File: src/rtl/sprite_anim_ctrl.sv
// Sprite animation controller for one player character.
// Latches the character state once per video frame, steps the idle/walk
// animation frame index, and turns sprite-local pixel coordinates into a
// unified sprite ROM address (three banks of frames, optional mirroring).
// The pixel comes back to the mixer with a transparency flag three cycles
// after the coordinates were presented.
module sprite_anim_ctrl #(
    parameter int                SPR_W    = 47,
    parameter int                SPR_H    = 60,
    parameter int                N_FRAMES = 4,
    parameter int                TICK_DIV = 4,
    parameter int                PIX_W    = 12,
    parameter logic [PIX_W-1:0]  KEY_COL  = '0,
    parameter int                ADDR_W   = 16,
    localparam int               FRAME_W  = (N_FRAMES > 1) ? $clog2(N_FRAMES) : 1
) (
    input  logic               clk,
    input  logic               rst_n,
    input  logic               frame_start,
    input  logic [2:0]         state_i,
    input  logic               in_valid,
    input  logic [7:0]         pix_x,
    input  logic [7:0]         pix_y,
    output logic [ADDR_W-1:0]  rom_addr,
    input  logic [PIX_W-1:0]   rom_data,
    output logic [PIX_W-1:0]   pix_out,
    output logic               pix_valid,
    output logic               pix_opaque,
    output logic [FRAME_W-1:0] anim_frame
);

    localparam int TICK_W   = (TICK_DIV > 1) ? $clog2(TICK_DIV) : 1;
    localparam int FRAME_SZ = SPR_W * SPR_H;

    // Animation class doubles as the ROM bank number.
    typedef enum logic [1:0] {
        CLS_IDLE = 2'd0,
        CLS_WALK = 2'd1,
        CLS_JUMP = 2'd2
    } anim_cls_t;

    function automatic anim_cls_t class_of(input logic [2:0] st);
        if (st[1])
            return CLS_JUMP;
        else if (st[2])
            return CLS_WALK;
        return CLS_IDLE;
    endfunction

    logic [2:0]         state_reg, state_next;
    logic [FRAME_W-1:0] frame_reg, frame_next;
    logic [TICK_W-1:0]  tick_reg,  tick_next;

    anim_cls_t          cls_cur;
    logic               in_range;
    logic [ADDR_W-1:0]  col_val;
    logic [ADDR_W-1:0]  addr_calc;
    logic [ADDR_W-1:0]  bank_base [4];

    logic               vld1_reg, vld2_reg;
    logic               oob1_reg, oob2_reg;

    // Base address of each bank, all constants (slot 3 is never selected).
    for (genvar gi = 0; gi < 4; gi++) begin : g_bank
        assign bank_base[gi] = ADDR_W'(gi * N_FRAMES * FRAME_SZ);
    end

    // Animation state register: only ever changes on frame_start.
    always_ff @(posedge clk or negedge rst_n) begin
        if (!rst_n) begin
            state_reg <= 3'b001;
            frame_reg <= '0;
            tick_reg  <= '0;
        end else begin
            state_reg <= state_next;
            frame_reg <= frame_next;
            tick_reg  <= tick_next;
        end
    end

    // Next animation state: restart on class/direction change, hold in jump,
    // otherwise divide frame pulses down and step the frame index with wrap.
    always_comb begin
        state_next = state_reg;
        frame_next = frame_reg;
        tick_next  = tick_reg;
        if (frame_start) begin
            state_next = state_i;
            if ((class_of(state_i) != class_of(state_reg)) ||
                (state_i[0] != state_reg[0])) begin
                frame_next = '0;
                tick_next  = '0;
            end else if (class_of(state_reg) == CLS_JUMP) begin
                frame_next = '0;
                tick_next  = '0;
            end else if (tick_reg == TICK_W'(TICK_DIV - 1)) begin
                tick_next  = '0;
                frame_next = (frame_reg == FRAME_W'(N_FRAMES - 1)) ?
                             '0 : frame_reg + FRAME_W'(1);
            end else begin
                tick_next = tick_reg + TICK_W'(1);
            end
        end
    end

    assign anim_frame = frame_reg;

    // Address arithmetic from the latched state: constant multiplies and adds.
    always_comb begin
        cls_cur   = class_of(state_reg);
        in_range  = (int'(pix_x) < SPR_W) && (int'(pix_y) < SPR_H);
        col_val   = state_reg[0] ? ADDR_W'(pix_x)
                                 : ADDR_W'(SPR_W - 1) - ADDR_W'(pix_x);
        addr_calc = bank_base[cls_cur]
                  + ADDR_W'(frame_reg) * ADDR_W'(FRAME_SZ)
                  + ADDR_W'(pix_y) * ADDR_W'(SPR_W)
                  + col_val;
    end

    // Stage 1: register the ROM address and out-of-range flag.
    always_ff @(posedge clk or negedge rst_n) begin
        if (!rst_n) begin
            rom_addr <= '0;
            oob1_reg <= 1'b0;
            vld1_reg <= 1'b0;
        end else begin
            vld1_reg <= in_valid;
            if (in_valid) begin
                rom_addr <= in_range ? addr_calc : '0;
                oob1_reg <= !in_range;
            end
        end
    end

    // Stage 2: wait out the ROM read latency alongside the sidebands.
    always_ff @(posedge clk or negedge rst_n) begin
        if (!rst_n) begin
            vld2_reg <= 1'b0;
            oob2_reg <= 1'b0;
        end else begin
            vld2_reg <= vld1_reg;
            oob2_reg <= oob1_reg;
        end
    end

    // Stage 3: capture the pixel and decide whether the mixer draws it.
    always_ff @(posedge clk or negedge rst_n) begin
        if (!rst_n) begin
            pix_out    <= '0;
            pix_valid  <= 1'b0;
            pix_opaque <= 1'b0;
        end else begin
            pix_valid  <= vld2_reg;
            pix_opaque <= vld2_reg && (rom_data != KEY_COL) && !oob2_reg;
            if (vld2_reg)
                pix_out <= rom_data;
        end
    end

endmodule
File: config.mk
export PLATFORM = sky130hd
export DESIGN_NAME = sprite_anim_ctrl
export DESIGN_NICKNAME = d
export VERILOG_FILES = /design/src/rtl/sprite_anim_ctrl.sv
export SDC_FILE = /design/constraint.sdc
export NUM_CORES = 1
export LEC_CHECK = 0
export CORE_MARGIN = 2
export CORE_UTILIZATION = 35
export DETAILED_ROUTE_END_ITERATION = 16
export GPL_TIMING_DRIVEN = 0
export PLACE_DENSITY = 0.6
export SYNTH_ARGS = -nofsm -noshare
export SYNTH_HDL_FRONTEND = slang
export SYNTH_SLANG_ARGS = --single-unit
File: constraint.sdc
create_clock -name clk -period 12.5 [get_ports clk]
set_clock_uncertainty 0.05 [all_clocks]
set_input_delay 2.5 -clock clk [delete_from_list [all_inputs] [get_ports clk]]
set_output_delay 2.5 -clock clk [all_outputs]
set_load 0.03 [all_outputs]
Word-level counts from Yosys, hierarchy flattened

Index checks and enable logic that the tools add are counted.

Bits in registers: 41
Bits in latches: 0
Memory bits (writable): 0
Bits in read-only memories: 0
Output and inout bits: 32
Logic and storage cells: 69
Memories kept: 0

Add/subtract/negate cells: 6
Multipliers: 2
Divide/modulo/power cells: 0
Order comparisons: 3
Eq/ne operators: 5
Shifts and indexed selects: 0
Muxes and demuxes: 32
Bitwise operators: 1
Reductions and logical operators: 9

Operator list:

| operator                | count |
|---|---|
| $mux W16                | 4 |
| $mux W2                 | 19 |
| $add A16 B14 Y16        | 2 |
| $bmux W16 S2            | 1 |
| $add A16 B16 Y16        | 1 |
| $lt A8 B6 Y1 const B    | 2 |
| $mul A8 B6 Y14 const B  | 1 |
| $mul A2 B10 Y12 const B | 1 |
| $reduce_bool A12 Y1     | 1 |
| $sub A6 B8 Y9 const A   | 1 |
| $mux W1                 | 8 |
| $eq A2 B2 Y1 const B    | 3 |
| $add A2 B1 Y2 const B   | 2 |
| $ge A3 B3 Y1 const B    | 1 |
| $logic_and A1 B1 Y1     | 3 |
| $not A2 Y3              | 1 |
| $reduce_bool A3 Y1      | 1 |
| $logic_not A1 Y1        | 2 |
| $ne A2 B2 Y1            | 1 |
| $reduce_and A2 Y1       | 1 |
| $logic_or A1 B1 Y1      | 1 |
| $ne A1 B1 Y1            | 1 |

Logic depth before layout (Yosys ltp)

Gate-level depths: netlist of the first run.

Depth after elaboration: 15
Mapped depth: 17
Gate-level depth less buffers: 17

Worst setup path before layout of the first run

Ideal clock, no wire load.

Path type: input to register
Start: input pix_x[0]
End: register rom_addr[14]
Library setup time: 0.126 ns
Arrival: 6.638 ns
Required time: 12.324 ns
Setup slack: 5.686 ns
Stages on the path: 17
Cells stage by stage: ha_1 > a31o_1 > a211oi_4 > or2_2 > inv_1 > ha_1 > inv_1 > fa_1 > fa_1 > fa_1 > inv_1 > ha_1 > a21o_1 > a31o_2 > a31oi_1 > o21ai_0 > a221o_1

Longest elaborated chain between the ends: 4
Elaborated cells on any way between the ends: 6
Classes of those cells: add/sub: 2; order compare: 1; mux: 2; reduce/logical: 1

RTL lines:

| item                   | line | text |
|---|---|---|
| start: declaration     | 22   | `input logic [7:0] pix_x,` |
| $sub A6 B8 Y9          | 113  | `: ADDR_W'(SPR_W - 1) - ADDR_W'(pix_x);` |
| $mux W16               | 112  | `col_val = state_reg[0] ? ADDR_W'(pix_x)` |
| $add A16 B16 Y16       | 117  | `+ col_val;` |
| $mux W16 (*)           | 129  | `rom_addr <= in_range ? addr_calc : '0;` |
| end signal: assignment | 129  |  |
| end: declaration       | 24   | `output logic [ADDR_W-1:0] rom_addr,` |

Mark *: on every way between the ends. The rest lies on a longest branch, timed or not.
A chain may end at the register's enable or synchronous reset.

Worst setup path after layout of the first run

Same ends and word-level chain as after synthesis.

==> implementation parameters, run 1 <==
Parameter                              Value

GRT
  Via count of the first global-routing pass ... 2808
  Antenna violations before repair ... 0
  Largest net degree at the start of global routing ... 28
  Final global-route overflow total ... 0
  Global-route wire length before repair ... 13100 um
  Total global-route track usage ... 13.9%

Routing
  Number of DRC violations after detailed-routing iteration 0 ... 128
  Highest routing layer actually used ... met4
  Vias per Instance ... 4.86
  Met2 wirelength from detailed routing ... 4020 um
  Drt wl/cell ... 13.8 um
  Routed Antenna Nets ... 0
  Remaining routing DRC violations ... 0
  Aggregate routed wire length ... 7980 um
  Met1 wire length ... 3540 um
  WL met3 ... 338 um
  1st-pass router iterations ... 4
  Total number of vias ... 2804

Clock tree
  Maximum root-to-sink buffer count ... 2
  Post-CTS sizing ... 0
  Clock transition at the register clock pins on the worst setup and hold paths after CTS ... 0.09 ns
  Clock tree from TritonCTS ... done
  CTS hold repair buffers ... 0
  CTS Sinks ... 41
  H-tree Lvls ... 2
  Post CTS Setup Buffer Count ... 0
  CTS Buf Count ... 5
  Insertion delay of the later-clocked pin in the worst-skew pair ... 0.29 ns
  CTS root buf ... sky130_fd_sc_hd__clkbuf_8

Critical path
  Worst setup EP type ... flop
  Terminus of the critical flop-to-flop path ... rom_addr[14]
  Highest fanout seen on the critical path ... 6
  Required arrival time at the worst endpoint ... 12.64 ns
  Worst reg2reg path startpoint ... state_reg[0]
  Depth of the worst register-to-register path ... 15
  Setup CP Type ... input port to flop
  Data arrival, critical path ... 7.63 ns
  Startpoint types ... input port
  Flop2flop setup slack ... 7.90 ns

STA
  Measured slew at the worst slew-check pin ... 0.586 ns
  Total negative slack for setup checks ... 0 ns
  Rel. slew slack ... 60.5%
  Setup Viol. Count Final ... 0
  Max Clock Freq ... 133 MHz
  Period utilisation layout ... 60.0%
  Final critical-path required period ... 7.50 ns
  Final Max Tran Viols ... 0
  Setup repair after global routing missed its margin ... no
  Final number of hold-violating endpoints ... 0

Cells and area
  Final core occ ... 44.5%
  Post-layout nets ... 567
  Inserted Diodes ... 0
  Fillers ... 1062
  Commonest cells after routing, fill and taps aside ... 82 x sky130_fd_sc_hd__inv_1, 64 x sky130_fd_sc_hd__clkdlybuf4s50_1, 56 x sky130_fd_sc_hd__ha_1
  Ratio of cells with drive above 1 in the final layout ... 7.78%
  Final std cell area, no fill ... 4830 um^2
  Area taken by multi-input logic gates ... 2530 um^2
  Area Overhead vs Synth ... 23.8%
  Most frequent standard cell in the layout excluding fill and tap cells ... sky130_fd_sc_hd__inv_1
  Flip-flop count of the largest register, all copies and words added ... 16
  Sequential cell area ... 1030 um^2

Placed design
  Placed standard-cell area ... 4740 um^2
  Final weighted congestion of routability-driven global placement ... 0.791
  I/O Buffers ... 65
  Half-perimeter wire length after detailed placement ... 6920 um

Die
  IO Count ... 67
  Core ar. ... 10800 um^2
  Horizontal die dimension ... 110 um
  Chip Height ... 110 um
  Die area ... 12000 um^2
  Initial cell density of the core ... 36.0%
  Total number of placement rows ... 38

Logic synthesis
  Syn Std Cell Area ... 3900 um^2
  Post-synth net total ... 494
  Async set or reset register ratio after synthesis ... 100%
  Per-instance average area after synthesis ... 10.7 um^2
  Count of flip-flops with a built-in enable after synthesis ... 0
  Count of cell types in the netlist ... 52
  Count of state elements after synthesis ... 41
  Count of synthesis-stage warnings from yosys ... 0
  Gate count of the mapped netlist ... 363
  Post-synthesis sequential area ratio ... 26.3%
  Most frequently used flop master after synthesis ... sky130_fd_sc_hd__dfrtp_1

Status
  Status ... finished, final reports clean

Power and ir drop
  Internal power summed over all cells ... 404 uW
  Psw ... 346 uW
  P_leak ... 2.34 nW
  Comb power frac ... 68.5%
  Max IR drop VDD ... 0.0929 mV
  Proportion of power drawn by the clock network ... 11.7%
  Sequential share of power ... 19.8%
  PwrDens ... 155 nW/um^2
  Switching share of total power ... 46.2%

Hold path
  Cell depth of the worst hold path ... 0
  Hold path startpoint ... vld1_reg
  Hold Path Class ... flop to flop
  End of the worst hold path ... vld2_reg

Flow run
  Number of maximum-capacitance constraint violations ... 0
-- how the worst max path moves through the flow --
stage	startpoint	end	slack (ns)	depth (start not counted)
final	pix_x[0]	rom_addr[14]	5.00	18
after global routing	pix_x[0]	rom_addr[14]	4.75	18
after CTS	pix_x[0]	rom_addr[14]	4.97	18
after detailed placement	pix_x[0]	rom_addr[14]	4.67	18
after global placement	pix_x[0]	rom_addr[14]	4.73	18
after floorplan	pix_x[0]	rom_addr[14]	5.69	17
-- cells in the mapped netlist (2+ instances only) --
| cell type | instances | area (um^2) |
|---|---|---|
| sky130_fd_sc_hd__inv_1 | 82 | 308 |
| sky130_fd_sc_hd__ha_1 | 56 | 701 |
| sky130_fd_sc_hd__dfrtp_1 | 40 | 1000 |
| sky130_fd_sc_hd__fa_1 | 40 | 801 |
| sky130_fd_sc_hd__mux2_2 | 15 | 169 |
| sky130_fd_sc_hd__nor2_1 | 14 | 52.6 |
| sky130_fd_sc_hd__a22o_1 | 11 | 96.3 |
| sky130_fd_sc_hd__xor2_1 | 9 | 78.8 |
| sky130_fd_sc_hd__a21o_1 | 8 | 60.1 |
| sky130_fd_sc_hd__nand3_1 | 8 | 40.0 |
| sky130_fd_sc_hd__o21ai_0 | 8 | 40.0 |
| sky130_fd_sc_hd__xnor2_1 | 8 | 70.1 |
| sky130_fd_sc_hd__nand2_1 | 7 | 26.3 |
| sky130_fd_sc_hd__a211oi_1 | 4 | 30.0 |
| sky130_fd_sc_hd__a21oi_1 | 4 | 20.0 |
| sky130_fd_sc_hd__nor4_1 | 4 | 25.0 |
| sky130_fd_sc_hd__a31oi_1 | 3 | 18.8 |
| sky130_fd_sc_hd__clkbuf_1 | 3 | 11.3 |
| sky130_fd_sc_hd__and2_1 | 2 | 12.5 |
| sky130_fd_sc_hd__and3_1 | 2 | 12.5 |
| sky130_fd_sc_hd__mux2i_1 | 2 | 20.0 |
| sky130_fd_sc_hd__o21a_1 | 2 | 15.0 |
| sky130_fd_sc_hd__o31ai_1 | 2 | 15.0 |
-- cell type report --
cell class / instances / area share, %
plain buffers: 7 / 0.804
clock buffers: 5 / 1.43
clock inverters: 3 / 0.363
inverters: 82 / 6.38
multi-input cells: 233 / 52.3
flip-flops and latches: 41 / 21.3
well taps: 140 / 3.63
repair buffers: 66 / 13.8
-- cells by family after synthesis --
group | count (synthesis) | synth area share [%]
buffers and inverters | 89 | 8.89
muxes | 17 | 4.84
AOI/OAI and AO/OA | 61 | 12.4
DFF | 41 | 26.3
adders and majority gates | 96 | 38.5
xor gates and xnor gates | 17 | 3.82
and+or+nand+nor | 42 | 5.26
-- metal layers --
metal  vias to the layer above  GRT usage (%)
li1                       1356              -
met1                      1386           18.1
met2                        55           24.5
met3                         7           1.84
met4                         0           3.35
met5                         -              0
-- worst max-delay path, stage by stage --
cell and delay [ns]:
sky130_fd_sc_hd__clkdlybuf4s50_1 0.52, sky130_fd_sc_hd__ha_1 0.29, sky130_fd_sc_hd__a31o_1 0.23, sky130_fd_sc_hd__a211oi_4 0.34, sky130_fd_sc_hd__or2_2 0.19, sky130_fd_sc_hd__inv_1 0.15
sky130_fd_sc_hd__ha_1 0.32, sky130_fd_sc_hd__inv_1 0.05, sky130_fd_sc_hd__fa_1 0.53, sky130_fd_sc_hd__fa_1 0.44, sky130_fd_sc_hd__fa_1 0.54, sky130_fd_sc_hd__inv_1 0.04
sky130_fd_sc_hd__ha_1 0.36, sky130_fd_sc_hd__a21o_1 0.21, sky130_fd_sc_hd__a31o_2 0.26, sky130_fd_sc_hd__a31oi_1 0.22, sky130_fd_sc_hd__o21ai_0 0.13, sky130_fd_sc_hd__a221o_1 0.30
-- power by group through the flow --
stage / clock network (mW) / logic [mW] / registers, mW
floorplan: 0 / 0.374 / 0.168
global placement: 0 / 0.517 / 0.151
detailed placement: 0 / 0.519 / 0.152
CTS: 0.0909 / 0.523 / 0.149
global route: 0.0968 / 0.584 / 0.150
finish: 0.0874 / 0.514 / 0.149
-- through the flow --
step / instances / hold WS (ns) / setup WS (ns) / power (mW)
floorplan: 363 / 0.281 / 5.69 / 0.542
global placement: 568 / 0.283 / 4.73 / 0.668
detailed placement: 569 / 0.286 / 4.67 / 0.671
CTS: 577 / 0.307 / 4.97 / 0.763
global route: 577 / 0.320 / 4.75 / 0.830
finish: 577 / 0.303 / 5.00 / 0.750
No activity file was read; power rests on OpenSTA's default activity.
==> inputs of run 2 (changes only) <==
--- a/config.mk
+++ b/config.mk
@@ -9,7 +9,7 @@
 export CORE_UTILIZATION = 35
 export DETAILED_ROUTE_END_ITERATION = 16
 export GPL_TIMING_DRIVEN = 0
-export PLACE_DENSITY = 0.6
+export PLACE_DENSITY = 0.62
 export SYNTH_ARGS = -nofsm -noshare
 export SYNTH_HDL_FRONTEND = slang
 export SYNTH_SLANG_ARGS = --single-unit
==> constraint.sdc (replaced) <==
create_clock -name clk -period 6.6 [get_ports clk]
set_clock_uncertainty 0.05 [all_clocks]
set_input_delay 1.32 -clock clk [delete_from_list [all_inputs] [get_ports clk]]
set_output_delay 1.32 -clock clk [all_outputs]
set_load 0.03 [all_outputs]
==> run 2 against run 1 <==
Core utilization is 0.18 points lower. Critical path depth unchanged. Via count shrank 0.36%. Sequential power up 89%. Combinational power increased by 91%. Cell count decreased by 0.17%. Clock-buffer cell count did not move. Sequential cell count unchanged. Total power is 90% higher. Wire length rose by 2.4%. Highest routed layer unchanged. Clock power rose by 88%. Sequential share of layout area grew 0.089 points.
==> implementation parameters, run 2 (same netlist as run 1, synthesis figures left out) <==
Parameter                              Value

Cells and area
  Ratio of cells with drive above 1 in the final layout ... 7.57%
  Flip-flop count of the largest register, all copies and words added ... 16
  Post-layout nets ... 566
  Commonest cells after routing, fill and taps aside ... 82 x sky130_fd_sc_hd__inv_1, 64 x sky130_fd_sc_hd__clkdlybuf4s50_1, 56 x sky130_fd_sc_hd__ha_1
  Inserted Diodes ... 0
  Most frequent standard cell in the layout excluding fill and tap cells ... sky130_fd_sc_hd__inv_1
  Final core occ ... 44.3%
  Area Overhead vs Synth ... 23.3%
  Final Instance Count excl. Fillers ... 576

STA
  Period utilisation layout ... 95.3%
  Total negative slack for setup checks ... 0 ns
  Final critical-path required period ... 6.29 ns
  Measured slew at the worst slew-check pin ... 0.926 ns
  Setup Viol. Count Final ... 0
  Final number of hold-violating endpoints ... 0
  Max Clock Freq ... 159 MHz
  Rel. slew slack ... 38.3%
  Final Max Tran Viols ... 0
  Setup repair after global routing missed its margin ... no

Clock tree
  Clock transition at the register clock pins on the worst setup and hold paths after CTS ... 0.09 ns
  CTS hold repair buffers ... 0
  CTS root buf ... sky130_fd_sc_hd__clkbuf_8
  CTS Buf Count ... 5
  H-tree Lvls ... 2
  Maximum root-to-sink buffer count ... 2
  Insertion delay of the later-clocked pin in the worst-skew pair ... 0.30 ns
  Post CTS Setup Buffer Count ... 0
  Post-CTS sizing ... 0
  Clock tree from TritonCTS ... done
  CTS Sinks ... 41

Critical path
  Data arrival, critical path ... 6.44 ns
  Worst setup EP type ... flop
  Startpoint types ... input port
  Required arrival time at the worst endpoint ... 6.74 ns
  Setup CP Type ... input port to flop
  Highest fanout seen on the critical path ... 6
  Depth of the worst register-to-register path ... 15

Routing
  Total number of vias ... 2794
  Remaining routing DRC violations ... 0
  Number of DRC violations after detailed-routing iteration 0 ... 108
  1st-pass router iterations ... 4
  Vias per Instance ... 4.85
  Aggregate routed wire length ... 8170 um
  Routed Antenna Nets ... 0
  Drt wl/cell ... 14.2 um

Die
  Total number of placement rows ... 38
  Horizontal die dimension ... 110 um
  Initial cell density of the core ... 36.0%
  Core ar. ... 10800 um^2
  Chip Height ... 110 um
  IO Count ... 67
  Die area ... 12000 um^2

Power and ir drop
  Proportion of power drawn by the clock network ... 11.5%
  PwrDens ... 297 nW/um^2
  Internal power summed over all cells ... 765 uW
  Comb power frac ... 68.8%
  Sequential share of power ... 19.7%
  Switching share of total power ... 46.4%
  Max IR drop VDD ... 0.178 mV
  Psw ... 661 uW
  P_leak ... 2.34 nW

GRT
  Largest net degree at the start of global routing ... 42
  Global-route wire length before repair ... 13500 um
  Antenna violations before repair ... 0
  Total global-route track usage ... 14.4%
  Final global-route overflow total ... 0
  Via count of the first global-routing pass ... 2889

Placed design
  Half-perimeter wire length after detailed placement ... 6950 um
  Post-placement cell count ... 568
  Final weighted congestion of routability-driven global placement ... 0.815
  I/O Buffers ... 65

Hold path
  Cell depth of the worst hold path ... 0
  Hold Path Class ... flop to flop

Status
  Status ... finished, final reports clean

Flow run
  Number of maximum-capacitance constraint violations ... 0
-- run 2: cell types whose count changed in the layout (fill, tap and decap cells not counted), sizes merged --
cell,delta
buf,-1
-- run 2: power groups by stage --
| stage | clock, mW | sequential [mW] | combinational (mW) |
|---|---|---|---|
| after CTS | 0.171 | 0.282 | 0.991 |
| final | 0.164 | 0.282 | 0.981 |
| after floorplan | 0 | 0.318 | 0.708 |
| after global routing | 0.182 | 0.284 | 1.10 |
| after global placement | 0 | 0.286 | 0.975 |
| after detailed placement | 0 | 0.287 | 0.983 |
-- run 2: area by class of cell --
class	count	area (um^2)
fill	1035	6030
tap	140	175
sequential	41	1030
multi-input combinational	233	2530
clock inverter	3	17.5
inverter	82	308
clock buffer	5	68.8
timing repair buffer	65	646
buffer	7	38.8
-- run 2: routing by layer --
layer  global-route usage (%)  wire, um
met1                     18.6      3590
met2                     25.6      4160
met3                     2.02       337
met4                     3.44        80
met5                        0         0
-- run 2: worst max-delay path, stage by stage --
cell	delay, ns
sky130_fd_sc_hd__clkdlybuf4s50_1	0.52
sky130_fd_sc_hd__ha_1	0.29
sky130_fd_sc_hd__a31o_1	0.23
sky130_fd_sc_hd__a211oi_4	0.34
sky130_fd_sc_hd__or2_2	0.20
sky130_fd_sc_hd__inv_1	0.15
sky130_fd_sc_hd__ha_1	0.32
sky130_fd_sc_hd__inv_1	0.05
sky130_fd_sc_hd__fa_1	0.53
sky130_fd_sc_hd__fa_1	0.44
sky130_fd_sc_hd__fa_1	0.55
sky130_fd_sc_hd__inv_1	0.04
sky130_fd_sc_hd__ha_1	0.36
sky130_fd_sc_hd__a21o_1	0.20
sky130_fd_sc_hd__a31o_2	0.25
sky130_fd_sc_hd__a31oi_1	0.23
sky130_fd_sc_hd__o21ai_0	0.12
sky130_fd_sc_hd__a221o_1	0.30
-- run 2: final timing paths --
path,from,to,slack [ns]
setup / recovery,pix_x[0],rom_addr[14],0.31
min in group asynchronous,rst_n,rom_addr[6],1.10
setup reg to reg,state_reg[0],rom_addr[14],2.02
hold reg to reg,vld1_reg,vld2_reg,0.31
hold / removal,vld1_reg,vld2_reg,0.31
max in group asynchronous,rst_n,state_reg[1],4.82
-- run 2: per-stage QoR --
stage	cell area [um^2]	hold slack (ns)	setup WS, ns	power [mW]
6_report	4810	0.309	0.308	1.43
5_1_grt	4810	0.331	0.0823	1.57
4_1_cts	4810	0.307	0.266	1.44
3_5_place_dp	4720	0.286	-0.0369	1.27
3_3_place_gp	4730	0.284	0.0214	1.26
2_1_floorplan	3900	0.281	0.966	1.03
==> patch 1, RTL diff (flow settings as in run 2) <==
Register the output `rom_addr` once more, with the module's reset; this adds one clock of latency there. The other outputs are not delayed to match.
--- a/src/rtl/sprite_anim_ctrl.sv
+++ b/src/rtl/sprite_anim_ctrl.sv
@@ -38,6 +38,8 @@
         CLS_WALK = 2'd1,
         CLS_JUMP = 2'd2
     } anim_cls_t;
+
+    logic [ADDR_W-1:0] rom_addr_s0;
 
     function automatic anim_cls_t class_of(input logic [2:0] st);
         if (st[1])
@@ -120,13 +122,13 @@
     // Stage 1: register the ROM address and out-of-range flag.
     always_ff @(posedge clk or negedge rst_n) begin
         if (!rst_n) begin
-            rom_addr <= '0;
+            rom_addr_s0 <= '0;
             oob1_reg <= 1'b0;
             vld1_reg <= 1'b0;
         end else begin
             vld1_reg <= in_valid;
             if (in_valid) begin
-                rom_addr <= in_range ? addr_calc : '0;
+                rom_addr_s0 <= in_range ? addr_calc : '0;
                 oob1_reg <= !in_range;
             end
         end
@@ -157,4 +159,12 @@
         end
     end
 
+    always_ff @(posedge clk or negedge rst_n) begin
+        if (!rst_n) begin
+            rom_addr <= '0;
+        end else begin
+            rom_addr <= rom_addr_s0;
+        end
+    end
+
 endmodule
Behaviour: not the same (Yosys sat finds a counterexample within 4 cycles, from zero or initial values and one cycle with rst_n low).
==> patch 1 against run 2 <==
- routed wire length rose by 3.7%
- total power up 28%
- sequential cell count rose by 16
- critical path depth fell by 1
- count of clock-buffer cells in the layout increased by 5
- synthesized area increased by 11%
- worst setup slack better by 0.19 ns
- cell area grew 14%
- worst hold slack worse by 0.011 ns
- first-iteration DRC count up 19%
- global-route usage shrank 0.89 points
- highest routed layer unchanged
==> patch 1: results (changes against run 2) <==
run status=completed; VDD IR max=197.1 µV (+11%); critical path fanouts, max=8 (+2); synth top area cells=dfrtp_1, fa_1, ha_1; Clk Latency, worst-skew pair=0.33 ns (+0.03 ns); largest net degree at the start of global routing=40 (-4.8%); Sink Count=57 (+39%); TAP cells=168 (+20%); comb_multi_in=245 (+5.2%); Clk power=0.458 mW (+180%); post-synthesis cell count=391 (+7.7%); Max H-tree Level=3 (+1); CTS clk-pin slew, worst paths=0.05 ns (-0.04 ns); Final Wtd Congestion=0.8772 (+7.6%); CP endpoint=rom_addr_s0[12]; area of the multi-input gates=2561 µm² (+1.4%); root buffer cell=clkbuf_16; Switching Power=0.7354 mW (+11%); TritonCTS Buffers=9 (+4); global-route wire length before repair=14,090 µm (+4.2%); total track usage=0.1356 (-0.008871); layout cells sized above 1=0.09091 (+0.01522); actual slew at the worst max-slew pin=0.6460 ns (-0.2796 ns); 1st-iter DRT viols=128 (+19%); Storage cell area=1428 µm² (+39%); Post-DP HPWL=7086 µm (+2.0%); P_seq=0.392 mW (+39%); sequential element share of the synthesized area=0.3301 (+0.06666)
patch 1: cell types whose count changed after synthesis, sizes merged, moves of 3 or more:
cell and delta:
dfrtp +16, nand2 +6, xnor2 -3, a211oi -4
nor3b +3, or3 +3, nor3 +3, a21o -5
a21oi +11
patch 1: routing by layer:
layer,vias up,track usage,share of wire
met5,-,0,0
met1,1489,0.1703,0.44
met2,60,0.2337,0.51
met3,11,0.02899,0.036
li1,1471,-,-
met4,0,0.04337,0.011
patch 1: kinds of logic (layout without fill, tap and decap cells):
| kind of cell | count (synthesis) | in the layout | synth area share |
|---|---|---|---|
| XOR/XNOR | 16 | 16 | 0.03240 |
| AO/OA/AOI/OAI | 61 | 61 | 0.1050 |
| AND/OR/NAND/NOR | 55 | 55 | 0.06393 |
| multiplexers | 17 | 17 | 0.04368 |
| adder cells (fa/ha/maj) | 96 | 96 | 0.3471 |
| flip-flops | 57 | 57 | 0.3301 |
| buffers and inverters | 89 | 171 | 0.07781 |
==> patch 2, RTL diff (flow settings as in run 2) <==
Without the edit above. The parameter `TICK_DIV` goes from 4 to 8.
--- a/src/rtl/sprite_anim_ctrl.sv
+++ b/src/rtl/sprite_anim_ctrl.sv
@@ -8,7 +8,7 @@
     parameter int                SPR_W    = 47,
     parameter int                SPR_H    = 60,
     parameter int                N_FRAMES = 4,
-    parameter int                TICK_DIV = 4,
+    parameter int                TICK_DIV = 8,
     parameter int                PIX_W    = 12,
     parameter logic [PIX_W-1:0]  KEY_COL  = '0,
     parameter int                ADDR_W   = 16,
Formal check against the unedited RTL: not equivalent (Yosys sat finds a counterexample within 10 cycles, from zero or initial values and one cycle with rst_n low).
==> patch 2 against run 2 <==
- critical path depth up 2
- sequential power up 2%
- first-iteration DRC count up 10%
- total power up 1.2%
- synthesized area up 0.51%
- non-clock buffer count up 1
- register-to-register slack worse by 0.07 ns
- cell area up 1.1%
- worst setup slack better by 0.11 ns
- sequential cell count up 1
- count of clock-buffer cells in the layout up 1
- routed wire length down 0.43%
- highest routed layer unchanged
==> patch 2: results (changes against run 2) <==
run status=completed; Rows=38 (unchanged); TritonCTS Buffers=5 (unchanged); Arr. time, crit path=6.36 ns (-0.08 ns); Synth cell types=42 (-19%); syn_nets=500 (+1.2%); Worst Hold Path Cells=0 (unchanged); Gates resized, CTS repair=0 (unchanged); total track usage=0.1483 (+0.003877); fillers=1,062 (+2.6%); final layout net count=574 (+1.4%); Vias/cell=4.784 (-1.4%); root buffer cell=clkbuf_8; 1st-iter DRT viols=119 (+10%); Synth async-reset ratio=1.000 (unchanged); hold_sp=vld1_reg; number of diodes=0 (unchanged); largest net degree at the start of global routing=33 (-21%); Most used DFF post-synth=dfrtp_1; Slew headroom=0.5979 (+0.2150); sequential element share of the synthesized area=0.2684 (+0.005039); Crit Reg-Reg Endpoint=rom_addr[14]; critical path fanouts, max=8 (+2); pre-CTS WS=-0.1631 ns (-0.1262 ns); remaining antenna violation count=0 (unchanged); clk buf depth=2 (unchanged); Clk Latency, worst-skew pair=a little under 0.3 ns; WHS Endpoint=vld2_reg; Synth warnings=0 (unchanged); synth top area cells=dfrtp_1, fa_1, ha_1; # Post-CTS Setup Buffers=0 (unchanged); Final Setup Violations=0 (unchanged); Port-buffer cells=66 (+1.5%); sw frac=0.4581 (-0.005617); global-route wire length before repair=13,880 µm (+2.6%); Synth top cells by count=inv_1, ha_1, dfrtp_1, fa_1, o2bb2ai_1; CTS clk-pin slew, worst paths=around 0.08 ns; met1 Use GR=0.1931 (+0.007117); Worst Hold Class=flop to flop; vias in the first global route=2,973 (+2.9%); met3 capacity usage during global routing=0.02490 (+0.004742); initial antenna violation count=0 (unchanged); flop2flop setup slack=1.95 ns (-0.07 ns); VDD IR max=148.2 µV (-17%); leakage power=2.312 nW (-1.0%); Routed WL per cell=13.95 µm (-1.6%); Post-DP HPWL=6991 µm (+0.62%); final hold slack=0.2999 ns (-0.008795 ns); r2r worst-path depth=17 (+2); Pre-antenna DRT Iters=4 (unchanged); grt met2 use=0.2603 (+0.004125); Final Wtd Congestion=0.8477 (+4.0%); Max H-tree Level=2 (unchanged); Placed Area=4771 µm² (+1.1%); layout cells sized above 1=0.06998 (-0.005711); Top Registers=rom_addr (16), pix_out (12)
==> patch 2: cell types whose count changed in the layout (fill, tap and decap cells not counted), sizes merged, moves of 3 or more <==
cell     change
a21oi       +11
inv          +3
nand3        -4
a22o        -11
a21o         -7
nand2        +3
o2bb2ai     +16
o21ai        +4
nor2         -4
xnor2        +4
==> patch 2: cell type report <==
type	count	area, µm²	share of cell area
multi-input cells	235	2527	0.5201
flip-flops and latches	42	1052	0.2165
repair buffers	67	675.6	0.1390
inverters	85	319.1	0.06565
well taps	140	175.2	0.03605
clock buffers	6	72.57	0.01493
plain buffers	6	23.77	0.004892
clock inverters	2	13.76	0.002832
==> patch 2: worst max-delay path by stage <==
| stage | from | to | slack (ns) | cells past startpoint |
|---|---|---|---|---|
| 2_1_floorplan | pix_x[0] | rom_addr[14] | 0.88 | 19 |
| 6_report | pix_x[0] | rom_addr[14] | 0.42 | 20 |
| 5_1_grt | pix_x[0] | rom_addr[14] | 0.13 | 20 |
| 3_5_place_dp | pix_x[0] | rom_addr[14] | -0.16 | 20 |
| 3_3_place_gp | pix_x[0] | rom_addr[14] | -0.1 | 20 |
| 4_1_cts | pix_x[0] | rom_addr[14] | 0.12 | 20 |
==> patch 2: cell families after synthesis <==
logic type	after synthesis	share of synthesized area
buf+inv	91	0.08746
xor+xnor	22	0.04915
compound gates	63	0.1133
simple gates	37	0.04980
flops	42	0.2684
mux	16	0.04564
fa+ha+maj	97	0.3862
==> patch 2: worst max-delay path: stages <==
cell and delay, ns:
clkdlybuf4s50_1 0.55, ha_1 0.18, and3_1 0.22, a21oi_2 0.12, nor2_2 0.43, inv_1 0.13
fa_1 0.55, inv_1 0.04, ha_1 0.30, fa_1 0.48, inv_1 0.06, fa_1 0.53
inv_1 0.05, ha_1 0.36, a21oi_1 0.14, and2_1 0.18, nor2b_1 0.15, a2bb2oi_1 0.08
a2111o_1 0.41, nand2_1 0.07
==> patch 2: metal layers <==
metal  up-vias  part of all wire
met5         -                 0
met2        38              0.49
met3        12             0.036
met1      1385              0.46
met4         0             0.014
li1       1354                 -
==> patch 2: power groups by stage <==
stage	Combinational [mW]	Sequential (mW)	Clock (mW)
floorplan	0.726	0.326	0
global placement	0.986	0.293	0
detailed placement	1.01	0.294	0
CTS	1.01	0.289	0.168
global route	1.13	0.291	0.182
finish	0.992	0.288	0.163
==> patch 2: stage by stage <==
stage / total power [mW] / cells
2_1_floorplan: 1.051 / 368
6_report: 1.443 / 583
3_3_place_gp: 1.279 / 574
5_1_grt: 1.604 / 583
4_1_cts: 1.469 / 583
3_5_place_dp: 1.299 / 575
